==> src/rtl/mips_multicycle_control.sv <==
// Multicycle control FSM for the MIPS core: walks each instruction through
// fetch/decode/execute/memory/writeback and drives the datapath controls.
module mips_multicycle_control #(
  parameter int MEM_WAIT_MAX  = 15,
  parameter bit ENABLE_JAL_JR = 1'b1,
  parameter bit ILLEGAL_TRAP  = 1'b1
) (
  input  logic        clk,
  input  logic        rst,
  input  logic [31:0] instr,
  input  logic        mem_ready,
  output logic        ir_write,
  output logic        pc_write,
  output logic [1:0]  pc_src,
  output logic        mem_read,
  output logic        mem_write,
  output logic        reg_write,
  output logic [1:0]  reg_dst,
  output logic [1:0]  mem_to_reg,
  output logic        alu_src_a,
  output logic [1:0]  alu_src_b,
  output logic [1:0]  alu_op,
  output logic        branch_eq,
  output logic        branch_ne,
  output logic        branch_gtz,
  output logic        instr_done,
  output logic        illegal,
  output logic        timeout,
  output logic [3:0]  state_out
);

  typedef enum logic [3:0] {
    S_FETCH  = 4'd0,
    S_DECODE = 4'd1,
    S_MEMADR = 4'd2,
    S_MEMRD  = 4'd3,
    S_MEMWB  = 4'd4,
    S_MEMWR  = 4'd5,
    S_EXEC_R = 4'd6,
    S_RWB    = 4'd7,
    S_EXEC_I = 4'd8,
    S_IWB    = 4'd9,
    S_BRANCH = 4'd10,
    S_JUMP   = 4'd11,
    S_JAL    = 4'd12,
    S_JR     = 4'd13,
    S_TRAP   = 4'd14
  } state_t;

  localparam logic [7:0] WAIT_MAX = 8'(MEM_WAIT_MAX);

  state_t     state;
  state_t     dec_next;
  logic       dec_bad;
  logic [7:0] wait_cnt;
  logic       in_wait;
  logic       wait_expired;
  logic [5:0] opcode;
  logic [5:0] funct;
  logic       unused_instr_bits;

  assign opcode            = instr[31:26];
  assign funct             = instr[5:0];
  assign unused_instr_bits = ^instr[25:6];
  assign state_out         = state;

  assign in_wait      = (state == S_FETCH) || (state == S_MEMRD) || (state == S_MEMWR);
  // A completing access in the same cycle beats the timeout.
  assign wait_expired = in_wait && !mem_ready && (wait_cnt == WAIT_MAX);

  // NOTE: every always_comb output gets a default first so no path can infer a latch.
  always_comb begin
    dec_next = S_FETCH;
    dec_bad  = 1'b0;
    case (opcode)
      6'b100011, 6'b100000, 6'b100001,
      6'b101011, 6'b101000, 6'b101001: dec_next = S_MEMADR;
      6'b000000: begin
        if (funct == 6'b001000) begin
          if (ENABLE_JAL_JR) dec_next = S_JR;
          else               dec_bad  = 1'b1;
        end else begin
          dec_next = S_EXEC_R;
        end
      end
      6'b001000, 6'b001100, 6'b001101, 6'b001010: dec_next = S_EXEC_I;
      6'b000100, 6'b000101, 6'b000111:            dec_next = S_BRANCH;
      6'b000010:                                  dec_next = S_JUMP;
      6'b000011: begin
        if (ENABLE_JAL_JR) dec_next = S_JAL;
        else               dec_bad  = 1'b1;
      end
      default: dec_bad = 1'b1;
    endcase
    if (dec_bad) dec_next = ILLEGAL_TRAP ? S_TRAP : S_FETCH;
  end

  // NOTE: sequential state uses non-blocking assignments so every register samples pre-edge values.
  always_ff @(posedge clk or negedge rst) begin
    if (!rst) begin
      state    <= S_FETCH;
      wait_cnt <= '0;
      illegal  <= 1'b0;
      timeout  <= 1'b0;
    end else begin
      wait_cnt <= (in_wait && !mem_ready && !wait_expired) ? wait_cnt + 8'd1 : 8'd0;
      if (wait_expired) begin
        state   <= S_TRAP;
        timeout <= 1'b1;
      end else begin
        case (state)
          S_FETCH:  if (mem_ready) state <= S_DECODE;
          S_DECODE: begin
            state <= dec_next;
            if (dec_bad && ILLEGAL_TRAP) illegal <= 1'b1;
          end
          // Stores are the 101xxx opcodes, loads 100xxx.
          S_MEMADR: state <= opcode[3] ? S_MEMWR : S_MEMRD;
          S_MEMRD:  if (mem_ready) state <= S_MEMWB;
          S_MEMWR:  if (mem_ready) state <= S_FETCH;
          S_EXEC_R: state <= S_RWB;
          S_EXEC_I: state <= S_IWB;
          S_TRAP:   state <= S_TRAP;
          default:  state <= S_FETCH;
        endcase
      end
    end
  end

  always_comb begin
    ir_write   = 1'b0;
    pc_write   = 1'b0;
    pc_src     = 2'd0;
    mem_read   = 1'b0;
    mem_write  = 1'b0;
    reg_write  = 1'b0;
    reg_dst    = 2'd0;
    mem_to_reg = 2'd0;
    alu_src_a  = 1'b0;
    alu_src_b  = 2'd0;
    alu_op     = 2'd0;
    branch_eq  = 1'b0;
    branch_ne  = 1'b0;
    branch_gtz = 1'b0;
    instr_done = 1'b0;
    case (state)
      S_FETCH: begin
        mem_read  = 1'b1;
        alu_src_b = 2'd1;
        // Gated by rst so a held-ready memory cannot load IR/PC during reset.
        ir_write  = mem_ready && rst;
        pc_write  = mem_ready && rst;
      end
      S_DECODE: begin
        alu_src_b  = 2'd3;
        instr_done = dec_bad && !ILLEGAL_TRAP;
      end
      S_MEMADR: begin
        alu_src_a = 1'b1;
        alu_src_b = 2'd2;
      end
      S_MEMRD: mem_read = 1'b1;
      S_MEMWB: begin
        mem_to_reg = 2'd1;
        reg_write  = 1'b1;
        instr_done = 1'b1;
      end
      S_MEMWR: begin
        mem_write  = 1'b1;
        instr_done = mem_ready;
      end
      S_EXEC_R: begin
        alu_src_a = 1'b1;
        alu_op    = 2'd2;
      end
      S_RWB: begin
        reg_dst    = 2'd1;
        reg_write  = 1'b1;
        instr_done = 1'b1;
      end
      S_EXEC_I: begin
        alu_src_a = 1'b1;
        alu_src_b = 2'd2;
        alu_op    = 2'd3;
      end
      S_IWB: begin
        reg_write  = 1'b1;
        instr_done = 1'b1;
      end
      S_BRANCH: begin
        alu_src_a  = 1'b1;
        alu_op     = 2'd1;
        pc_src     = 2'd1;
        instr_done = 1'b1;
        branch_eq  = (opcode == 6'b000100);
        branch_ne  = (opcode == 6'b000101);
        branch_gtz = (opcode == 6'b000111);
      end
      S_JUMP: begin
        pc_src     = 2'd2;
        pc_write   = 1'b1;
        instr_done = 1'b1;
      end
      S_JAL: begin
        pc_src     = 2'd2;
        pc_write   = 1'b1;
        reg_dst    = 2'd2;
        mem_to_reg = 2'd2;
        reg_write  = 1'b1;
        instr_done = 1'b1;
      end
      S_JR: begin
        pc_src     = 2'd3;
        pc_write   = 1'b1;
        instr_done = 1'b1;
      end
      default: ;
    endcase
  end

endmodule

==> config.mk <==
export PLATFORM = sky130hd
export DESIGN_NAME = mips_multicycle_control
export DESIGN_NICKNAME = d
export VERILOG_FILES = /design/src/rtl/mips_multicycle_control.sv
export SDC_FILE = /design/constraint.sdc
export NUM_CORES = 1
export LEC_CHECK = 0
export BUFFER_PORTS_ARGS = -buffer_cell sky130_fd_sc_hd__buf_2
export CAP_MARGIN = 20
export CORE_ASPECT_RATIO = 1.25
export CORE_UTILIZATION = 41
export CTS_CLUSTER_DIAMETER = 30
export DETAILED_ROUTE_END_ITERATION = 7
export GPL_ROUTABILITY_DRIVEN = 0
export MAX_ROUTING_LAYER = met4
export PLACE_DENSITY = 0.76
export SYNTH_ARGS = -nofsm -noshare
export SYNTH_HDL_FRONTEND = slang
export SYNTH_SLANG_ARGS = --single-unit
==> constraint.sdc <==
create_clock -name clk -period 1.5 [get_ports clk]
set_input_delay 0.15 -clock clk [delete_from_list [all_inputs] [get_ports clk]]
set_output_delay 0.15 -clock clk [all_outputs]
set_load 0.05 [all_outputs]
==> flow_summary.yaml <==
die:
  die_height_um: 62.8
  start_util_pct: 44.4
  io-pin-count: 61
  coreArea_mm2: 0.00273
  die_w_um: 50.6
  die_area_mm2: 0.00318
  rows: 21
critical_path:
  startpoint_type: "flop"
  cp_cell_sequence: "buf_6 -> or4_4 -> o22ai_4 -> buf_4 -> nand3_1 -> o211ai_2"
  cp_slowest_stage_delay_ps: 540
  crit_slowest_cell: "or4_4"
  cp_top_family: "simple AND/OR/NAND/NOR gates"
  crit_type: "reg2reg"
  cp.required_ps: 1700
  cp_max_fo: 7
  cp_data_arrival_time_ps: 2110
  critPathBufInv: 2
  critPathCaptureType: "flop"
global_routing:
  grt_pass1_wl_mm: 8.83
  grt_pass1_vias: 1718
  antenna_found_initial: 1
  grtUsageTotal_pct: 38.7
  grt_start_max_net_pins: 15
  gr-total-overflow: 0
clock_tree:
  clock-root-buffer: "clkbuf_4"
  clock_sinks: 14
  htreeDepth: 1
  clock_path_buffers: 2
  clock_latency_ps: 280
  path_clk_slew_ps: 80
  numCtsBuffers: 3
  cts_tree: "built"
drt:
  drt-met1-wl_mm: 2.26
  routed.top_layer: "met4"
  met3RoutedLength_um: 478
  num_vias: 1795
  vias_per_cell: 6.48
  drc: 0
  wl_per_cell_um: 24.0
  drtIter0Drc: 122
  drt_first_pass_iters: 4
  antenna_left: 0
  wl_mm: 6.64
  dr_wl_met2_mm: 3.30
logic_synthesis:
  yosys.cell_count.top_type: "nor2_1"
  synthCells: 154
  synth_area_per_cell_um2: 7.87
  synth_nets: 190
  synthTopCellsByCount: "21 x nor2_1, 14 x dfrtp_1, 8 x nand2_1, 8 x nand3_1"
  ys_warn_count: 0
  synthSimpleGateAreaFrac_pct: 33.8
  ys_async_sr_fraction_pct: 100
  ys_types: 51
  synthMuxAreaShare_pct: 0.826
  synth_top_family_by_area: "simple AND/OR/NAND/NOR gates"
  synth_area_mm2: 0.00121
  ys.flop_type: "dfrtp_1"
  synth_xor_xnor_area_share_pct: 6.50
  seq_area_frac_synth_pct: 28.9
  yosys.area_share.adder_pct: 1.03
  synth-edff-count: 0
  synth_compound_area_share_pct: 23.1
  yosysTopAreaCell: "dfrtp_1"
  synthTopCellsByArea: "dfrtp_1 29%, nor2_1 6.5%, nor2b_1 3.6%"
  ys_seq_elements: 14
  synth_top_area_share_pct: 28.9
timing:
  period_needed_ps: 1910
  max_freq_mhz: 522
  rsz0062_at_grt: "yes"
  finalHoldViolations: 0
  finClkSkew_ps: 0.942
  post-route-worst-setup-slack_ps: -414
  slew_headroom_pct: 69.8
  drv_slew: 0
  fin_crit_sh_pct: 128
  worst_pin_slew_ps: 449
  setup_viol: 34
layout:
  area_growth_pct: 109
  fin_nets: 279
  drive_gt1_share_pct: 65.3
run_status:
  status: "finished with violations"
  violations: "setup timing"
pwr:
  p_comb_share_pct: 84.4
  power.internal_mw: 2.54
  total_switching_power_mw: 2.74
  power_frac_seq_pct: 10.5
  leakagePower_nw: 1.13
  finalPower_mw: 5.29
  switching_share_pct: 51.9
  power_density_mw_per_mm2: 2090
  clockPowerShare_pct: 5.1
  peakVddDrop_uv: 1730
min_path:
  hp-class: "in2reg"
place:
  dp_hpwl_mm: 2.92
  pre_cts_slack_ps: -193
  port-buffer-count: 40
flow_run:
  maxCapViolations: 0
==> through the flow <==
stage	TNS (ps)	instance area, µm²	std cells	utilization (%)	hold slack [ps]
6_report	-9120	2530	277	92.7	268
5_1_grt	-10410	2530	277	92.7	255
4_1_cts	-6280	2430	273	88.9	211
3_5_place_dp	-2760	1840	249	67.4	145
3_3_place_gp	-2220	1840	249	67.4	136
2_1_floorplan	-5560	1470	154	-	-146
==> per-layer routing <==
metal | vias to the layer above | GRT usage [%]
li1 | 733 | -
met1 | 863 | 42.1
met2 | 136 | 65.5
met3 | 63 | 4.87
met4 | 0 | 23.6
met5 | - | -
==> state kept, by name, summed over array words and instances (netlist names) <==
| signal | cells |
|---|---|
| wait_cnt | 8 |
| state_out | 4 |
| illegal | 1 |
| timeout | 1 |
==> timing repair <==
action                                 in CTS  in global routing
setup endpoints to repair                  34                 34
cloned                                      0                  0
pin swaps                                  22                 12
endpoints found under the hold margin      14                  0
hold buffers                                1                  0
setup buffers                              19                  7
resized for setup                         104                 22
==> worst reg2reg max path, delay by kind of cell (launching register included) <==
family	cells	cell delay, ps
flops	1	460
simple gates	2	640
compound gates	2	420
buf+inv	2	320
==> placed cells by master, fill, tap and decap left out, types with 3 or more instances in the layout <==
cell type,Yosys,final
buf_6,1,30
buf_4,0,30
buf_2,2,20
nor2_4,0,11
dfrtp_1,14,10
buf_8,0,10
nor2_1,21,7
nor3_4,0,6
nand2_4,0,5
nand3_1,8,5
xor2_1,5,5
inv_1,6,4
nor2b_1,7,4
a21oi_1,6,4
dfrtp_2,0,4
nor2b_4,0,3
nor2_2,0,3
xnor2_1,4,3
nand2b_1,5,3
and3_1,5,3
clkbuf_4,0,3
buf_12,0,3
==> power groups by stage <==
stage	Sequential [mW]	Combinational [mW]	Clock [mW]
detailed placement	0.551	2.82	0
CTS	0.541	3.94	0.280
finish	0.556	4.46	0.271
global placement	0.545	2.75	0
floorplan	0.651	2.04	0
global route	0.556	4.58	0.291
==> final cells by class <==
cell class	instances	area [µm²]
multi-input combinational	124	1190
antenna	1	2.50
sequential	14	355
tap	34	42.5
fill	94	200
clock buffer	4	36.3
inverter	6	26.3
timing repair buffer	94	883
==> path summary, 6_finish.rpt <==
| kind | startpoint | to | slack, ps | cells past startpoint |
|---|---|---|---|---|
| max | state_out[2] | state_out[0] | -410 | 6 |
| min | instr[30] | state_out[3] | 270 | 3 |
| max reg2reg | state_out[2] | state_out[0] | -410 | 6 |
| min reg2reg | wait_cnt[0] | wait_cnt[0] | 480 | 1 |
| max in group asynchronous | rst | state_out[3] | 920 | 3 |
| min in group asynchronous | rst | timeout | 400 | 3 |
==> cell families (layout without fill, tap and decap cells) <==
kind of cell,after synthesis,after routing
AO/OA/AOI/OAI,35,35
XOR/XNOR,9,9
adder cells (fa/ha/maj),1,1
buffers and inverters,16,104
flip-flops,14,14
multiplexers,1,1
other,0,1
AND/OR/NAND/NOR,78,78
(Power assumes the default switching activity.)
